### config.mk
export PLATFORM = sky130hd
export DESIGN_NAME = disp_column_median
export DESIGN_NICKNAME = d
export VERILOG_FILES = /design/src/rtl/disp_column_median.sv
export SDC_FILE = /design/constraint.sdc
export NUM_CORES = 1
export LEC_CHECK = 0
export ABC_AREA = 0
export ABC_CLOCK_PERIOD_IN_PS = 3400
export CAP_MARGIN = 10
export CORE_ASPECT_RATIO = 1.75
export CORE_MARGIN = 1.5
export CORE_UTILIZATION = 58
export CTS_BUF_LIST = sky130_fd_sc_hd__clkbuf_8
export CTS_CLUSTER_SIZE = 40
export DETAILED_ROUTE_END_ITERATION = 16
export PLACE_DENSITY = 0.86
export SYNTH_ARGS = -nofsm -noshare
export SYNTH_HDL_FRONTEND = slang
export SYNTH_SLANG_ARGS = --single-unit
### constraint.sdc
create_clock -name clk -period 3.4 [get_ports clk]
set_clock_uncertainty 0.2 [all_clocks]
set_input_delay 0.51 -clock clk [delete_from_list [all_inputs] [get_ports clk]]
set_output_delay 0.51 -clock clk [all_outputs]
set_load 0.01 [all_outputs]
### src/rtl/disp_column_median.sv
// Column-wise 3-tap median on the disparity field of a column-major stream.
// Optional hole filling of zero disparities: define DISP_COLUMN_HOLE_FILL_EN.
module disp_column_median #(
  parameter int width      = 120,
  parameter int height     = 240,
  parameter int data_width = 21,
  parameter int disp_bits  = 8,
  parameter int tag_cols   = 32
) (
  input  logic                  clk,
  input  logic                  reset,
  input  logic [data_width-1:0] in_data,
  input  logic                  in_valid,
  output logic [data_width-1:0] out_data,
  output logic                  out_valid,
  output logic                  out_col_start,
  output logic                  out_frame_start
);

  localparam int RW = (height > 1) ? $clog2(height) : 1;
  localparam int CW = (width > 1) ? $clog2(width) : 1;

  localparam logic [RW-1:0] LAST_ROW = RW'(height - 1);
  localparam logic [CW-1:0] LAST_COL = CW'(width - 1);
  localparam logic [CW:0]   TAG_LIM  = (CW + 1)'(tag_cols);

  typedef logic [data_width-1:0] word_t;
  typedef logic [disp_bits-1:0]  disp_t;

  logic [RW-1:0] in_row;
  logic [CW-1:0] in_col;

  word_t prev;
  word_t cur;
  logic  flush;

  logic  is_tag;
  logic  top;
  word_t sample;
  word_t med;

  // Pick the word whose disparity is the median; ties go to b, then a.
  function automatic word_t median3(word_t a, word_t b, word_t c);
    disp_t da;
    disp_t db;
    disp_t dc;
    da = a[disp_bits-1:0];
    db = b[disp_bits-1:0];
    dc = c[disp_bits-1:0];
    if ((da <= db && db <= dc) || (dc <= db && db <= da)) begin
      return b;
    end else if ((db <= da && da <= dc) || (dc <= da && da <= db)) begin
      return a;
    end else begin
      return c;
    end
  endfunction

  assign is_tag = {1'b0, in_col} < TAG_LIM;

  // The output row (in_row-1) is a column top when it is row 0, or
  // row 1 of a tagged column whose row 0 is excluded from filtering.
  assign top = (in_row == RW'(1))
            || (is_tag && in_row == RW'(2));

  assign med = median3(prev, cur, sample);

`ifdef DISP_COLUMN_HOLE_FILL_EN
  word_t fill;
  word_t fill_eff;
  logic  raw_tag;
  logic  hole;

  assign raw_tag  = is_tag && (in_row == '0);
  assign fill_eff = (in_row == '0) ? '0 : fill;
  assign hole     = !raw_tag && (in_data[disp_bits-1:0] == '0);
  assign sample   = hole ? fill_eff : in_data;

  // Remember the last non-zero filled sample of the current column.
  always_ff @(posedge clk or posedge reset) begin
    if (reset) begin
      fill <= '0;
    end else if (in_valid) begin
      if (raw_tag) begin
        fill <= '0;
      end else begin
        fill <= sample;
      end
    end
  end
`else
  assign sample = in_data;
`endif

  // Row/column position of the next accepted sample.
  always_ff @(posedge clk or posedge reset) begin
    if (reset) begin
      in_row <= '0;
      in_col <= '0;
    end else if (in_valid) begin
      if (in_row == LAST_ROW) begin
        in_row <= '0;
        if (in_col == LAST_COL) begin
          in_col <= '0;
        end else begin
          in_col <= in_col + CW'(1);
        end
      end else begin
        in_row <= in_row + RW'(1);
      end
    end
  end

  // Two-deep sample history plus the pending bottom-row flush.
  always_ff @(posedge clk or posedge reset) begin
    if (reset) begin
      prev  <= '0;
      cur   <= '0;
      flush <= 1'b0;
    end else begin
      if (in_valid) begin
        prev <= cur;
        cur  <= sample;
      end
      flush <= in_valid && (in_row == LAST_ROW);
    end
  end

  // Registered outputs; the flush slot and a median output never coincide
  // because the sample after a bottom row is always a row 0.
  always_ff @(posedge clk or posedge reset) begin
    if (reset) begin
      out_data        <= '0;
      out_valid       <= 1'b0;
      out_col_start   <= 1'b0;
      out_frame_start <= 1'b0;
    end else begin
      out_valid       <= 1'b0;
      out_col_start   <= 1'b0;
      out_frame_start <= 1'b0;
      if (flush) begin
        out_valid <= 1'b1;
        out_data  <= cur;
      end else if (in_valid && in_row != '0) begin
        out_valid       <= 1'b1;
        out_data        <= top ? cur : med;
        out_col_start   <= (in_row == RW'(1));
        out_frame_start <= (in_row == RW'(1)) && (in_col == '0);
      end
    end
  end

endmodule

== Yosys cells after proc, flatten, opt, wreduce, memory -nomap -nowiden ==
Cells that the tools add are included.

* Add/subtract/negate cells: 2
* Order comparisons: 7
* Eq/ne operators: 4
* Multiplexer cells: 13
* Reduce and logical (&&, ||, !) cells: 15

{| class="wikitable"
|+ Operators by type and width
! kind !! number
|-
| two-way mux 21 bit || 5
|-
| less-or-equal comparator 8 bit || 6
|-
| adder 8 x 1 -> 8 bit (second input constant) || 1
|-
| equality test 8 x 1 -> 1 bit (second input constant) || 1
|-
| equality test 8 x 2 -> 1 bit (second input constant) || 1
|-
| equality test 8 bit (second input constant) || 1
|-
| logical AND 1 bit || 8
|-
| two-way mux 8 bit || 1
|-
| nonzero test 8 bit || 1
|-
| adder 7 x 1 -> 7 bit (second input constant) || 1
|-
| equality test 7 bit (second input constant) || 1
|-
| zero test 7 bit || 1
|-
| < comparator 7 x 6 -> 1 bit (second input constant) || 1
|-
| two-way mux 7 bit || 1
|-
| two-way mux 1 bit || 6
|-
| logical OR 1 bit || 3
|-
| AND reduction 2 bit || 1
|-
| nonzero test 2 bit || 1
|}

* Flip-flop bits (word level): 82

== Depth between registers and ports, before layout ==
* Word-level depth: 8
* Depth in mapped cells: 10
* Depth with buffers taken out: 9

== Worst setup path before layout ==
OpenSTA, ideal clock, no wires.

* Path kind: input-to-reg
* From: in in_data[1]
* To: reg out_data[0]
* Arrival time: 2.074 ns
* Required time: 3.114 ns
* Path slack: 1.040 ns
* Stages: 9
* Buffers on the path: 1
* Cell sequence: ha_1 nor2b_1 o211ai_2 a21oi_1 a211o_1 xnor2_2 a31o_2 buf_4 o221ai_2

* Word-level cells in the longest chain between the ends: 8
* Elaborated cells between the ends (all ways): 15
* Classes of those cells: order compare (4); mux (5); reduce/logical (6)

{| class="wikitable"
|+ Ends and longest elaborated chain
! what !! RTL line !! source
|-
| start: declaration || 12 || <nowiki>input logic [data_width-1:0] in_data,</nowiki>
|-
| less-or-equal comparator 8 bit || 52 || <nowiki>end else if ((db <= da && da <= dc) || (dc <= da && da <= db)) begin</nowiki>
|-
| logical AND 1 bit || 52 ||
|-
| logical OR 1 bit || 52 ||
|-
| two-way mux 21 bit || 52 ||
|-
| two-way mux 21 bit * || 50 || <nowiki>if ((da <= db && db <= dc) || (dc <= db && db <= da)) begin</nowiki>
|-
| two-way mux 21 bit * || 146 || <nowiki>out_data <= top ? cur : med;</nowiki>
|-
| two-way mux 21 bit * || 144 || <nowiki>end else if (in_valid && in_row != '0) begin</nowiki>
|-
| two-way mux 21 bit * || 141 || <nowiki>if (flush) begin</nowiki>
|-
| end signal: assignment || 143 || <nowiki>out_data <= cur;</nowiki>
|-
| end signal: assignment || 146 ||
|-
| end: declaration || 14 || <nowiki>output logic [data_width-1:0] out_data,</nowiki>
|}

Every way passes the cells marked *; elsewhere a longest branch is shown, timed or not. The select of a mux whose other input is x is not followed.
A chain may end at the register's enable or synchronous reset.

== Worst setup path in the final report ==
* From: in in_data[1]
* To: reg out_data[15]

Same word-level chain as after synthesis.

==> flow_summary_export.csv <==
group,metric,value,unit
layout,multi_input_area,0.00200,mm^2
yosys,synth_cells,403,
yosys,yosysUniqueCellTypes,44,
worst_setup_path,critPathRequiredTime,3420,ps
cts,post_cts_resized,0,
grt,grt_max_degree,83,
yosys,ys.flop_type,"dfrtp_1",
routing,avgRoutedWirePerCell,16.7,um
routing,num_vias,3156,
layout,mostFrequentLayoutCells,"dfrtp_1, nand2_1, clkdlybuf4s50_1",
layout,nFillCells,526,
die,ioPinCount,48,
layout,layout.cells.most_common,"dfrtp_1",
timing,hold_viol,0,
timing,hold_ws,290,ps
worst_setup_path,cp.arrival,2790,ps
yosys,ys_seq_area_frac,0.478,
die,die_w,68.0,um
routing,dr.first_iter.drc_count,244,
cts,hold_buffers,0,
cts,post_cts.repair.setup_buffers,0,
die,start_util,0.597,
routing,wl,9110,um
cts,path_clk_slew,80,ps
worst_setup_path,path_class,"input port to register",
timing,tns,0,ps
worst_hold_path,hp-class,"register to register",
grt,grt_overflow,0,
worst_setup_path,cp-end-kind,"register",
worst_hold_path,hp-start,"cur[4]",
yosys,synthArstFlopShare,1.00,
power,p_leak,2.32,nW
yosys,yosysWarnings,0,
routing,drc,0,
layout,seqCellArea,0.00205,mm^2
layout,antenna_cells,0,
routing,first_pass_iters,4,
grt,busiest_layer,"met2",
flow_run,max-cap-violations,0,
yosys,synth_area_per_cell,10.6,um^2
cts,cts_tree,"done",
timing,fmax,0.361,GHz
cts,root_buffer,"clkbuf_8",
grt,grtUsageMet2,0.423,
placed_design,place.gp.congestion,0.824,
power,ir_worst_vdd,0.415,mV
worst_setup_path,path_max_fanout,8,
placed_design,placed_cells,528,
timing,period_share,0.814,
layout,nets,507,
layout,final_cells,544,
cts,cts_buffers,9,
grt,met3_usage,0.0478,
grt,use_met1,0.293,
yosys,syn-num-nets,457,
routing,avgViaCountPerCell,5.80,
grt,grt_pass1_wl,14700,um
layout,drive_gt1_frac,0.151,
yosys,synth_seq_cells,82,
placed_design,dp_hpwl,6490,um
grt,grtUsageTotal,0.249,
placed_design,port_buffers,47,
cts,htree_levels,3,
die,rows,41,
yosys,synth_area,0.00429,mm^2
layout,area_growth,18.3,%
timing,rsz0062_at_grt,"false",
worst_setup_path,startpoint,"in_data[1]",
routing,antenna_left,0,
timing,setup_viol,0,
cts,clockBufferDepth,2,
timing,maxSlewViolCount,0,
grt,grt_antenna_before_repair,0,
timing,worst_pin_slew,713,ps
timing,max_slew_margin,0.525,
grt,grt_pass1_vias,3254,
die,die_area,0.00794,mm^2
power,power_density,642,mW/mm^2
worst_setup_path,cp-start-kind,"input port",
cts,cts.sinks,82,
run_status,outcome,"finished, final reports clean",
yosys,synth_enable_flop_cells,0,
die,fp.dieH,117,um
worst_setup_path,reg2reg_from,"cur[6]",
cts,clk_latency,350,ps
die,core_area,0.00718,mm^2
timing,fin_crit,2770,ps
critical path, cell delays in order:
cell             delay, ps
clkdlybuf4s50_1        470
ha_1                   330
nor2b_1                140
o211ai_2               130
a21oi_1                 80
a211o_1                300
xnor2_2                150
a31o_2                 360
buf_4                  210
o221ai_2               100
state kept, by name, summed over array words and instances, names as in the netlist:
signal	flops
in_col	7
out_data	21
cur	21
in_row	8
out_frame_start	1
flush	1
out_valid	1
out_col_start	1
prev	21
power breakdown:
group / switching, mW / internal, mW / total, mW
clock: 0.332 / 0.371 / 0.703
sequential: 0.185 / 1.19 / 1.37
combinational: 0.575 / 0.607 / 1.18
kinds of logic after synthesis:
logic type,after synthesis,share of synthesized area
DFF,82,0.478
muxes,36,0.0881
AOI/OAI and AO/OA,76,0.144
xor gates and xnor gates,10,0.0222
adders and majority gates,30,0.0875
and+or+nand+nor,114,0.125
buffers and inverters,55,0.0557
routing by layer:
| layer | up-vias | part of all wire |
|---|---|---|
| met5 | - | 0 |
| met3 | 21 | 0.033 |
| met4 | 0 | 0.034 |
| li1 | 1503 | - |
| met1 | 1565 | 0.40 |
| met2 | 67 | 0.53 |
cell usage after synthesis, types with 2 or more instances:
cell type	instances	area (um^2)
inv_1	36	135
xnor2_1	5	43.8
ha_1	30	375
o21ai_1	2	10.0
xor2_1	4	35.0
o221ai_2	20	300
mux2_2	14	158
clkbuf_1	10	37.5
a21o_1	2	15.0
nand2_1	63	236
nand3_1	8	40.0
nor2_1	15	56.3
nor2b_1	4	25.0
nand4_1	10	62.6
mux2i_1	22	220
o21ai_0	33	165
buf_6	2	22.5
a21oi_1	10	50.1
buf_4	4	30.0
dfrtp_1	82	2050
o211ai_1	2	15.0
nor3_2	2	20.0
buf_2	2	10.0
final timing paths:
check | slack (ps) | cells after the start | to
setup reg to reg | 670 | 10 | out_data[15]
hold / removal | 290 | 2 | prev[4]
setup / recovery | 630 | 10 | out_data[15]
max in group asynchronous | 2330 | 3 | in_col[2]
min in group asynchronous | 370 | 3 | cur[8]
hold reg to reg | 290 | 2 | prev[4]
metrics by stage:
step                area [um^2]  worst slack [ps]  total power [mW]   util
floorplan                  4290               582              2.08      -
global placement           4880               286              2.52  0.679
detailed placement         4880               255              2.57  0.679
CTS                        5070               627              3.28  0.707
global route               5070               532              3.45  0.707
finish                     5070               631              3.26  0.707
cell type report:
cell class,instances,area share
inverter,37,0.0276
sequential,82,0.404
timing repair buffer,57,0.114
multi-input combinational,266,0.394
clock buffer,11,0.0298
clock inverter,5,0.00912
tap,86,0.0212
(Power assumes the default switching activity.)
